### src/rtl/keypad_pkg.sv
// keypad_pkg: key codes and 7-segment patterns shared with the keypad scanner
package keypad_pkg;
    localparam logic [3:0] KEY_BKSP = 4'd14;
    localparam logic [3:0] KEY_CLR  = 4'd15;
    localparam logic [6:0] SEG_0     = 7'b1111110;
    localparam logic [6:0] SEG_1     = 7'b0110000;
    localparam logic [6:0] SEG_2     = 7'b1101101;
    localparam logic [6:0] SEG_3     = 7'b1111001;
    localparam logic [6:0] SEG_4     = 7'b0110011;
    localparam logic [6:0] SEG_5     = 7'b1011011;
    localparam logic [6:0] SEG_6     = 7'b1011111;
    localparam logic [6:0] SEG_7     = 7'b1110000;
    localparam logic [6:0] SEG_8     = 7'b1111111;
    localparam logic [6:0] SEG_9     = 7'b1111011;
    localparam logic [6:0] SEG_BLANK = 7'b0000000;
endpackage

### src/rtl/seg7_decode.sv
// seg7_decode: BCD nibble to {a..g} active-high segments, with forced blank
module seg7_decode
    import keypad_pkg::*;
(
    input  logic [3:0] bcd,
    input  logic       blank,
    output logic [6:0] seg
);
    always_comb begin
        seg = SEG_BLANK;
        if (!blank) begin
            case (bcd)
                4'd0:    seg = SEG_0;
                4'd1:    seg = SEG_1;
                4'd2:    seg = SEG_2;
                4'd3:    seg = SEG_3;
                4'd4:    seg = SEG_4;
                4'd5:    seg = SEG_5;
                4'd6:    seg = SEG_6;
                4'd7:    seg = SEG_7;
                4'd8:    seg = SEG_8;
                4'd9:    seg = SEG_9;
                default: seg = SEG_BLANK;
            endcase
        end
    end
endmodule

### src/rtl/keypad_entry_display.sv
// keypad_entry_display: 4-digit key entry buffer driving a multiplexed 7-segment display
module keypad_entry_display
    import keypad_pkg::*;
#(
    parameter int REFRESH_DIV = 50000,
    parameter int DIGITS      = 4
) (
    input  logic              clk,
    input  logic              rst_n,
    input  logic              key_valid,
    input  logic [3:0]        key_code,
    output logic [6:0]        seg,
    output logic [DIGITS-1:0] dig_en,
    output logic [15:0]       value_bcd,
    output logic [2:0]        count,
    output logic              overflow
);
    localparam int CW = $clog2(REFRESH_DIV);

    logic [CW-1:0] div_cnt;
    logic [1:0]    scan_idx;
    logic [1:0]    nxt_idx;
    logic [3:0]    nxt_nib;
    logic [6:0]    nxt_seg;
    logic          nxt_blank;
    logic          wrap;
    logic          is_digit;

    assign wrap      = div_cnt == CW'(REFRESH_DIV - 1);
    assign nxt_idx   = scan_idx + 2'd1;
    assign nxt_nib   = value_bcd[{nxt_idx, 2'b00} +: 4];
    assign nxt_blank = {1'b0, nxt_idx} >= count;
    assign is_digit  = key_code <= 4'd9;

    // Segments for the upcoming slot are sampled from the pre-event buffer
    seg7_decode u_dec (
        .bcd   (nxt_nib),
        .blank (nxt_blank),
        .seg   (nxt_seg)
    );

    always_ff @(posedge clk or negedge rst_n) begin
        if (!rst_n) begin
            div_cnt  <= '0;
            scan_idx <= '0;
            dig_en   <= DIGITS'(1);
            seg      <= SEG_BLANK;
        end else begin
            div_cnt <= wrap ? '0 : div_cnt + CW'(1);
            if (wrap) begin
                scan_idx <= nxt_idx;
                dig_en   <= DIGITS'(1) << nxt_idx;
                seg      <= nxt_seg;
            end
        end
    end

    always_ff @(posedge clk or negedge rst_n) begin
        if (!rst_n) begin
            value_bcd <= '0;
            count     <= '0;
            overflow  <= 1'b0;
        end else begin
            overflow <= key_valid && is_digit && count == 3'd4;
            if (key_valid) begin
                if (is_digit) begin
                    value_bcd <= {value_bcd[11:0], key_code};
                    count     <= count == 3'd4 ? 3'd4 : count + 3'd1;
                end else if (key_code == KEY_BKSP && count != 3'd0) begin
                    value_bcd <= {4'h0, value_bcd[15:4]};
                    count     <= count - 3'd1;
                end else if (key_code == KEY_CLR) begin
                    value_bcd <= '0;
                    count     <= '0;
                end
            end
        end
    end
endmodule

### config.mk
export PLATFORM = sky130hd
export DESIGN_NAME = keypad_entry_display
export DESIGN_NICKNAME = d
export VERILOG_FILES = /design/src/rtl/keypad_pkg.sv /design/src/rtl/seg7_decode.sv /design/src/rtl/keypad_entry_display.sv
export SDC_FILE = /design/constraint.sdc
export NUM_CORES = 1
export LEC_CHECK = 0
export ABC_AREA = 1
export ABC_CLOCK_PERIOD_IN_PS = 2100
export CORE_MARGIN = 2
export CORE_UTILIZATION = 50
export DETAILED_ROUTE_END_ITERATION = 10
export GPL_ROUTABILITY_DRIVEN = 0
export PLACE_DENSITY = 0.78
export SLEW_MARGIN = 0
export SYNTH_ARGS = -nofsm -noshare
export SYNTH_HDL_FRONTEND = slang
export SYNTH_SLANG_ARGS = --single-unit
export TNS_END_PERCENT = 30
### constraint.sdc
create_clock -name clk -period 2.1 [get_ports clk]
set_input_delay 0.525 -clock clk [delete_from_list [all_inputs] [get_ports clk]]
set_output_delay 0.525 -clock clk [all_outputs]
set_load 0.05 [all_outputs]
; After elaboration in Yosys (flattened, before gate mapping)
; Memories as Yosys holds them, arrays and structs flattened.
; Cells that the tools add are included.
[word_totals]
memories = 1
in_bits = 7
reg_bits = 49
out_inout_bits = 31
rom_bits = 112
[classes]
n_shift = 2
magnitude_cmp = 2
eq_ne = 4
n_addsub = 4
n_reduce_logical = 6
muxes = 9
[memory_table]
columns = memory, depth, width, rd, rd_clocked_by_memory_dff, wr, line_no
row1 = (name not given), 16, 7, 1, 0, 0, seg7_decode.sv:12  ; case (bcd)
[op_table]
columns = cell, count
row1 = 16-bit 2-to-1 mux, 4
row2 = 16-bit by 1-bit adder with 16-bit output (second input constant), 1
row3 = 16-bit equality test (second input constant), 1
row4 = 16-bit by 5-bit variable part select with 4-bit output, 1
row5 = 3-bit 2-to-1 mux, 4
row6 = 4-bit equality test (second input constant), 2
row7 = 7-bit 2-to-1 mux, 1
row8 = 3-bit nonzero test, 2
row9 = 4-bit <= comparator (second input constant), 1
row10 = 1-bit by 2-bit left shift with 4-bit output (first input constant), 1
row11 = 3-bit by 1-bit adder with 3-bit output (second input constant), 1
row12 = 3-bit equality test (second input constant), 1
row13 = 2-bit by 3-bit greater-or-equal comparator with 1-bit output, 1
row14 = 1-bit logical AND, 3
row15 = 3-bit by 1-bit subtractor with 3-bit output (second input constant), 1
row16 = 2-bit by 1-bit adder with 2-bit output (second input constant), 1
row17 = 2-bit AND reduction, 1

; Depth between registers and ports, before layout
; Gate-level depths: netlist of the first run.
[logic_depth]
word_depth = 4
depth_mapped = 14
ltp_nobuf = 12

; Cells and area by module
; A second synthesis of the first run with hierarchy kept.
[hier_totals]
hier_cells = 398
area_unflattened_um2 = 2929.1
[modules_own_cells]
columns = mod, cells_per_inst, seq_area_each_um2, area_each_um2, n_inst
row1 = keypad_entry_display, 363, 1227.4, 2743.9, 1
row2 = seg7_decode, 35, 0.0, 185.2, 1

; Worst setup path before layout of the first run
; Ideal clock, no wire load.
[synth_path]
path_kind = flip-flop to flip-flop
start = register scan_idx[0]
end = register seg[1]
setup_slack_ns = 0.003
n_path_buf = 2
t_arrival_ns = 2.031
path_stages_with_launch = 14
cell_sequence = dfrtp_1 > buf_4 > inv_2 > buf_6 > ha_1 > inv_1 > nand3_1 > nand2_1 > inv_1 > ha_1 > nand3b_1 > nand3_1 > nand3_1 > nand2_1
[synth_via]
elab_chain_cells = 4
word_cells_on_any_way = 5
[synth_rtl]
columns = element, line_no
row1 = from (decl), keypad_entry_display.sv:21  ; logic [1:0] scan_idx;
row2 = from (signal assigned), keypad_entry_display.sv:51  ; scan_idx <= nxt_idx;
row3 = 2-bit by 1-bit adder with 2-bit output *, keypad_entry_display.sv:30  ; assign nxt_idx = scan_idx + 2'd1;
row4 = named net nxt_idx[0], keypad_entry_display.sv:22  ; logic [1:0] nxt_idx;
row5 = 16-bit by 5-bit variable part select with 4-bit output, keypad_entry_display.sv:31  ; assign nxt_nib = value_bcd[{nxt_idx, 2'b00} +: 4];
row6 = memory read 16 x 7 bit, -
row7 = 7-bit 2-to-1 mux *, seg7_decode.sv:11  ; if (!blank) begin
row8 = to (signal assigned), keypad_entry_display.sv:53  ; seg <= nxt_seg;
row9 = to (decl), keypad_entry_display.sv:12  ; output logic [6:0] seg,
; Mark *: on every way through the listed nets, which the timed path passes. The rest lies on a longest branch.
; A chain may end at the register's enable or synchronous reset.

; Worst setup path after layout of the first run
[layout_path]
start = register dig_en[3]
end = output port dig_en[3]
[layout_rtl]
columns = element, line_no
row1 = from (decl), keypad_entry_display.sv:13  ; output logic [DIGITS-1:0] dig_en,
row2 = from (signal assigned), keypad_entry_display.sv:52  ; dig_en <= DIGITS'(1) << nxt_idx;
; No word-level cell between the ends.

==> results of run 1 <==
==> cells in the mapped netlist <==
library cell / instances / area share
nand2_1: 141 / 0.18
nand3_1: 52 / 0.088
dfrtp_1: 48 / 0.41
inv_1: 39 / 0.050
nor2_1: 31 / 0.040
o21ai_0: 17 / 0.029
ha_1: 15 / 0.064
xor2_1: 9 / 0.027
o21ai_2: 5 / 0.015
a21oi_1: 4 / 0.0068
nand4_1: 4 / 0.0085
nor3_1: 4 / 0.0068
buf_2: 3 / 0.0051
buf_6: 3 / 0.011
nand2_2: 3 / 0.0064
buf_4: 2 / 0.0051
inv_2: 2 / 0.0026
nand2_4: 2 / 0.0077
nand3b_1: 2 / 0.0051
a31oi_1: 1 / 0.0021
and2_1: 1 / 0.0021
clkbuf_1: 1 / 0.0013
clkbuf_2: 1 / 0.0017
clkinv_1: 1 / 0.0013
dfstp_2: 1 / 0.0089
nand3_2: 1 / 0.0034
nand3_4: 1 / 0.0060
nor3_4: 1 / 0.0055
o21ai_1: 1 / 0.0017
==> registers in the layout (all words and copies together), names as in the netlist <==
signal     count
scan_idx       2
value_bcd     16
count          3
div_cnt       16
dig_en         4
overflow       1
seg            7
==> worst max-delay path by stage <==
stage	startpoint	endpoint	slack, ps	cells past startpoint
5_1_grt	seg[0]$_DFFE_PN0N_	seg[0]	50	1
6_report	dig_en[3]$_DFFE_PN0N_	dig_en[3]	100	1
3_5_place_dp	key_code[1]	count[1]$_DFFE_PN0P_	100	8
2_1_floorplan	scan_idx[0]$_DFFE_PN0N_	seg[1]$_DFFE_PN0N_	3	13
3_3_place_gp	key_code[1]	value_bcd[12]$_DFFE_PN0P_	160	8
4_1_cts	value_bcd[4]$_DFFE_PN0P_	value_bcd[4]	20	1
==> cell families (layout without fill, tap and decap cells) <==
logic type | Yosys count | after routing
XOR/XNOR | 9 | 9
flip-flops | 49 | 49
AND/OR/NAND/NOR | 243 | 243
buffers and inverters | 52 | 98
AO/OA/AOI/OAI | 28 | 28
adder cells (fa/ha/maj) | 15 | 15
==> cell type report <==
class / instances / area share
Multi-Input combinational cell: 295 / 0.431
Inverter: 42 / 0.0454
Clock inverter: 3 / 0.00504
Timing Repair Buffer: 48 / 0.119
Clock buffer: 5 / 0.0198
Tap cell: 72 / 0.0259
Sequential cell: 49 / 0.353
==> through the flow <==
step | total power (W) | instance area [sq um]
CTS | 0.00248 | 3450
detailed placement | 0.00193 | 3370
finish | 0.00246 | 3470
global route | 0.00261 | 3470
floorplan | 0.00166 | 2940
global placement | 0.00192 | 3370
==> power breakdown <==
part	internal [W]	leakage, nW	total (W)	switching [W]
logic	0.000252	1.14	0.000810	0.000558
registers	0.00100	0.654	0.00110	0.0000920
clock network	0.000231	0.0439	0.000556	0.000325
total	0.00149	1.84	0.00246	0.000975
==> layer usage <==
| layer | part of all wire | global-route usage | up-vias |
|---|---|---|---|
| li1 | - | - | 1343 |
| met1 | 0.45 | 0.289 | 1267 |
| met2 | 0.49 | 0.394 | 75 |
| met3 | 0.043 | 0.0393 | 10 |
| met4 | 0.019 | 0.0881 | 0 |
| met5 | 0 | 0 | - |
==> metrics.yaml, run 1 <==
cts:
  post_cts_resized: 1
  numCtsBuffers: 5
  ctsHoldBuffers: 0
  cts_sinks: 49
  htreeDepth: 2
  root_buffer: "clkbuf_8"
  cts.reportedPaths.clkPinSlew_ps: 100
  insertion_delay_ps: 310
  clk_path_buf_depth: 2
  cts_setup_buffers: 0
  cts_tree: "built"
sta:
  skew_ps: 12.2
  whs_ps: 108
  finalMaxSlewViolations: 0
  fin_ws_ps: 99.9
  slew_headroom: 0.664
  finalHoldViolCount: 0
  fin_crit_ps: 2000
  fin_tns_setup_ps: 0
  rsz0062_at_grt: "no"
  setup_viol: 0
  clock.fmax_mhz: 500
  tightest_slew_ps: 503
  timing.final.crit_share: 0.952
die:
  start_util: 0.525
  rows: 27
  core_area_sq_mm: 0.00561
  die_area_sq_mm: 0.00651
  chipHeight_um: 80.7
  die_w_um: 80.7
  ios: 38
power_and_ir_drop:
  power_density_mw_per_mm2: 709
  leakage_nw: 1.84
  ir_drop_mv: 0.559
finish:
  seq_area_sq_mm: 0.00123
  final_core_utilization: 0.620
  synthToLayoutAreaGrowth_pct: 18.1
  final_cells: 514
  diodes: 0
  final_common_cell: "nand2_1"
  multi_input_area_sq_mm: 0.00150
  nets: 463
  fillers: 550
  layout_common_cells: "140 x nand2_1, 52 x nand3_1, 48 x dfrtp_1, 38 x inv_1, 31 x nor2_1"
  drive_gt1_frac: 0.124
global_route:
  track_usage: 0.230
  grt_overflow_total: 0
  antenna_found_initial: 0
  grt_pass1_vias: 2618
  grt_start_max_net_pins: 25
  grt_pass1_wl_mm: 11.7
logic_synthesis:
  synth_top_family_by_area: "simple AND/OR/NAND/NOR gates"
  syn_nets: 418
  yosysWarnings: 0
  ys_types: 29
  syn_area_per_cell_sq_um: 7.43
  synthSimpleGateAreaFrac: 0.359
  muxShareOfSynthArea: 0
  synth_cells: 396
  ys_seq_elements: 49
  synth_compound_area_frac: 0.0544
  netlist_area_sq_mm: 0.00294
  synth_seq_area_share: 0.417
  synthXorXnorAreaFrac: 0.0268
  synth_fa_ha_area_frac: 0.0638
worst_setup_path:
  cp_max_fo: 2
  crit_buf_inv: 1
  worstRegToRegCells: 11
  criticalPathCategory: "reg -> out"
  cp-end-kind: "output pin"
  cp.required_ps: 1570
  path_delay_family: "buffers and inverters"
  path_cells: "clkdlybuf4s50_1"
  startpoint_type: "register"
  ff2ff_setup_slack_ps: 210
  reg2reg_to: "seg[0]$_DFFE_PN0N_"
  critPathSlowestCell: "clkdlybuf4s50_1"
  max_stage_delay_ps: 800
  cp.arrival_ps: 1480
  reg2reg_from: "scan_idx[1]$_DFFE_PN0N_"
detailed_routing:
  via_per_inst: 5.24
  vias: 2695
  wl_mm: 6.66
  wire_per_inst_um: 13.0
  remaining_drc_errors: 0
  ant_nets: 0
  drtPass1Iterations: 4
  drt_iter0_drc: 140
place:
  pre_cts_ws_ps: 105
  hpwl_mm: 5.11
  io_buffers: 37
  placedCellCount: 506
min_path:
  hold_path.class: "in -> async"
run:
  cap_violations: 0
status:
  outcome: "completed"
Power figures use the tool's default switching activity.
==> run 2: changes to the inputs <==
Settings changed: CORE_UTILIZATION 50 to 45, PLACE_DENSITY 0.78 to 0.72.
==> run 2 against run 1 <==
Global-route usage decreased by 3.5 points. Via count down 2.5%. Clock-buffer cell count is 3 higher. Fmax is 0.22% higher. Register-to-register slack lost 20 ps. Combinational power about the same. Power rose by 0.92%. Sequential power barely moved. Largest power group unchanged. Highest routed layer unchanged.
==> metrics.yaml, run 2 (same netlist as run 1, synthesis figures left out) <==
status:
  outcome: "completed"
sta:
  timing.final.crit_share: 0.950
  tightest_slew_ps: 516
  rsz0062_at_grt: "no"
  slew_headroom: 0.656
  finalHoldViolCount: 0
  whs_ps: 180
  setup_viol: 0
  fin_ws_ps: 104
  finalMaxSlewViolations: 0
  skew_ps: 4.00
  clock.fmax_mhz: 501
  fin_crit_ps: 2000
  fin_tns_setup_ps: 0
worst_setup_path:
  startpoint_type: "register"
  cp_max_fo: 2
  max_stage_delay_ps: 810
  ff2ff_setup_slack_ps: 190
  cp.required_ps: 1570
  cp.arrival_ps: 1470
  critPathSlowestCell: "clkdlybuf4s50_1"
  path_delay_family: "buffers and inverters"
  crit_buf_inv: 1
  path_cells: "clkdlybuf4s50_1"
  criticalPathCategory: "reg -> out"
  cp-end-kind: "output pin"
die:
  core_area_sq_mm: 0.00635
  start_util: 0.463
  chipHeight_um: 84.9
  die_area_sq_mm: 0.00720
  rows: 29
  die_w_um: 84.9
  ios: 38
detailed_routing:
  vias: 2627
  ant_nets: 0
  wire_per_inst_um: 12.6
  wl_mm: 6.56
  drt_iter0_drc: 101
  via_per_inst: 5.05
  drtPass1Iterations: 4
  remaining_drc_errors: 0
power_and_ir_drop:
  power_density_mw_per_mm2: 713
  leakage_nw: 1.85
  ir_drop_mv: 0.540
place:
  placedCellCount: 511
  pre_cts_ws_ps: 63.9
  io_buffers: 37
  hpwl_mm: 4.94
cts:
  ctsHoldBuffers: 0
  htreeDepth: 2
  clk_path_buf_depth: 2
  insertion_delay_ps: 300
  cts_tree: "built"
  cts.reportedPaths.clkPinSlew_ps: 90
  root_buffer: "clkbuf_8"
  cts_sinks: 49
  numCtsBuffers: 5
finish:
  final_cells: 520
  top_regs: "div_cnt: 16 flops, value_bcd: 16 flops, seg: 7 flops"
  fillers: 602
  multi_input_area_sq_mm: 0.00149
  nets: 464
  drive_gt1_frac: 0.122
  layout_common_cells: "140 x nand2_1, 52 x nand3_1, 48 x dfrtp_1, 38 x inv_1, 31 x nor2_1"
  diodes: 0
  synthToLayoutAreaGrowth_pct: 18.5
  final_common_cell: "nand2_1"
  final_core_utilization: 0.549
  seq_area_sq_mm: 0.00123
global_route:
  track_usage: 0.194
  grt_pass1_vias: 2508
  grt_overflow_total: 0
  grt_pass1_wl_mm: 11.4
  grt_start_max_net_pins: 25
  antenna_found_initial: 0
min_path:
  hold_path.class: "in -> async"
run:
  cap_violations: 0
[run 2: changes by cell type in the layout (fill, tap and decap cells not counted)]
cell	before	now
dlygate4sd2_1	1	0
ha_4	1	0
dlymetal6s2s_1	3	4
clkinv_2	2	0
clkbuf_8	5	6
clkbuf_1	0	2
clkinvlp_4	1	0
buf_4	27	28
ha_2	0	1
[run 2: path summary, 6_finish.rpt]
path / start / endpoint / cells after the start
max: seg[1]$_DFFE_PN0N_ / seg[1] / 1
min: rst_n / div_cnt[13]$_DFF_PN0_ / 1
max reg2reg: scan_idx[1]$_DFFE_PN0N_ / seg[3]$_DFFE_PN0N_ / 10
min reg2reg: dig_en[0]$_DFFE_PN1N_ / dig_en[0]$_DFFE_PN1N_ / 2
max in group asynchronous: rst_n / seg[5]$_DFFE_PN0N_ / 2
min in group clk: dig_en[0]$_DFFE_PN1N_ / dig_en[0]$_DFFE_PN1N_ / 2
[run 2: what timing repair did]
action | in CTS | in global routing
buffers inserted | 0 | 1
resized for setup | 0 | 7
endpoints found under the setup margin | 0 | 10
[run 2: stage by stage]
step                      total power (W)  area (sq um)
after CTS                         0.00252          3460
after global routing              0.00264          3490
after detailed placement          0.00193          3370
final                             0.00249          3490
after global placement            0.00192          3370
after floorplan                   0.00166          2940
[run 2: final cells by class]
class,count,share of cell area
multi-input combinational,295,0.427
sequential,49,0.352
timing repair buffer,49,0.122
inverter,42,0.0452
tap,77,0.0276
clock buffer,8,0.0258
[run 2: where the power goes]
part	internal, W	switching [W]	leakage, nW	total [W]
clock network	0.000269	0.000306	0.0455	0.000575
logic	0.000254	0.000558	1.16	0.000813
registers	0.00100	0.0000933	0.654	0.00110
total	0.00153	0.000958	1.85	0.00249
[run 2: layer usage]
metal | global-route usage | routed length (um) | up-vias
met2 | 0.335 | 3150 | 49
li1 | - | - | 1341
met3 | 0.0438 | 292 | 6
met5 | 0 | 0 | -
met1 | 0.251 | 3050 | 1231
met4 | 0.0433 | 63 | 0
==> run 3: changes to the inputs <==
Settings changed: REMOVE_ABC_BUFFERS from default to 1.
==> run 3 against run 2 <==
Die area unchanged. Final cell count is 0.19% lower. Clock-buffer cell count fell by 1. Worst setup slack got worse by 49 ps. Final area up 0.18%. Sequential power about the same. Critical path type unchanged. Largest power group unchanged.
==> metrics.yaml, run 3 (same netlist as run 1, synthesis figures left out) <==
detailed_routing:
  vias: 2634
  remaining_drc_errors: 0
  wire_per_inst_um: 12.5
  ant_nets: 0
  drtPass1Iterations: 5
  via_per_inst: 5.08
  drt_iter0_drc: 144
  wl_mm: 6.51
global_route:
  grt_pass1_wl_mm: 11.2
  track_usage: 0.192
  antenna_found_initial: 0
  grt_start_max_net_pins: 28
  grt_overflow_total: 0
  grt_pass1_vias: 2419
finish:
  seq_area_sq_mm: 0.00123
  top_regs: "div_cnt: 16 flops, value_bcd: 16 flops, seg: 7 flops"
  drive_gt1_frac: 0.124
  synthToLayoutAreaGrowth_pct: 18.7
  fillers: 605
  diodes: 0
  final_common_cell: "nand2_1"
  multi_input_area_sq_mm: 0.00149
  nets: 463
  layout_common_cells: "140 x nand2_1, 52 x nand3_1, 48 x dfrtp_1, 38 x inv_1, 31 x nor2_1"
  final_core_utilization: 0.550
die:
  die_area_sq_mm: 0.00720
  rows: 29
  chipHeight_um: 84.9
  start_util: 0.463
  core_area_sq_mm: 0.00635
  die_w_um: 84.9
  ios: 38
worst_setup_path:
  critPathSlowestCell: "clkdlybuf4s50_1"
  cp_max_fo: 4
  max_stage_delay_ps: 820
  cp.required_ps: 1570
  criticalPathCategory: "reg -> out"
  path_delay_family: "buffers and inverters"
  crit_buf_inv: 1
  startpoint_type: "register"
  cp-end-kind: "output pin"
  path_cells: "clkdlybuf4s50_1"
  cp.arrival_ps: 1520
cts:
  cts_tree: "built"
  htreeDepth: 2
  numCtsBuffers: 5
  clk_path_buf_depth: 2
  ctsHoldBuffers: 0
  cts.reportedPaths.clkPinSlew_ps: 100
  cts_sinks: 49
  insertion_delay_ps: 300
  root_buffer: "clkbuf_8"
power_and_ir_drop:
  leakage_nw: 1.84
  power_density_mw_per_mm2: 719
  ir_drop_mv: 0.554
sta:
  rsz0062_at_grt: "no"
  timing.final.crit_share: 0.974
  fin_crit_ps: 2050
  fin_tns_setup_ps: 0
  setup_viol: 0
  slew_headroom: 0.639
  finalMaxSlewViolations: 0
  finalHoldViolCount: 0
  skew_ps: 13.6
  clock.fmax_mhz: 489
  tightest_slew_ps: 542
place:
  io_buffers: 37
  hpwl_mm: 4.93
status:
  outcome: "completed"
min_path:
  hold_path.class: "in -> async"
run:
  cap_violations: 0
==> run 3: area by class of cell <==
type	instances	area share
clock inverters	1	0.00143
well taps	77	0.0276
repair buffers	48	0.121
inverters	42	0.0451
multi-input cells	295	0.426
clock buffers	7	0.0276
flip-flops and latches	49	0.351
==> run 3: metrics by stage <==
step	hold slack, ps	worst slack, ps	cell area [sq um]	instances	power, W
final	190	54.9	3490	519	0.00251
after global routing	225	0.202	3490	519	0.00266
after CTS	203	11.1	3480	519	0.00254
after detailed placement	461	94.4	3380	511	0.00193
after global placement	445	154	3380	511	0.00191
after floorplan	229	16.0	2870	386	0.00164
==> run 3: timing repair <==
| action | CTS | global route |
|---|---|---|
| setup buffers | 0 | 0 |
| endpoints found under the setup margin | 0 | 6 |
| gates resized for setup | 0 | 4 |
==> run 3: routing by layer <==
metal / vias up / part of all wire / global-route usage / wire length (um)
li1: 1335 / - / - / -
met4: 0 / 0.0083 / 0.0390 / 54
met5: - / 0 / 0 / 0
met2: 68 / 0.48 / 0.321 / 3110
met3: 7 / 0.043 / 0.0321 / 283
met1: 1224 / 0.47 / 0.265 / 3050
==> run 3: report_power, final <==
| group | internal, W | total, W | switching [W] |
|---|---|---|---|
| Clock | 0.000298 | 0.000607 | 0.000309 |
| Combinational | 0.000255 | 0.000806 | 0.000551 |
| Sequential | 0.00100 | 0.00110 | 0.0000944 |
| Total | 0.00156 | 0.00251 | 0.000954 |
==> run 3: worst paths after layout <==
check                                         startpoint               endpoint  slack [ps]  depth (start not counted)
worst max register to register   scan_idx[1]$_DFFE_PN0N_     seg[0]$_DFFE_PN0N_         170                         11
worst min register to register      div_cnt[0]$_DFF_PN0_   div_cnt[0]$_DFF_PN0_         470                          1
worst max-delay path            value_bcd[3]$_DFFE_PN0P_           value_bcd[3]          50                          1
worst min-delay path                               rst_n   div_cnt[4]$_DFF_PN0_         190                          1
max in group asynchronous                          rst_n  dig_en[0]$_DFFE_PN1N_        1310                          2
min in group clk                    div_cnt[0]$_DFF_PN0_   div_cnt[0]$_DFF_PN0_         470                          1
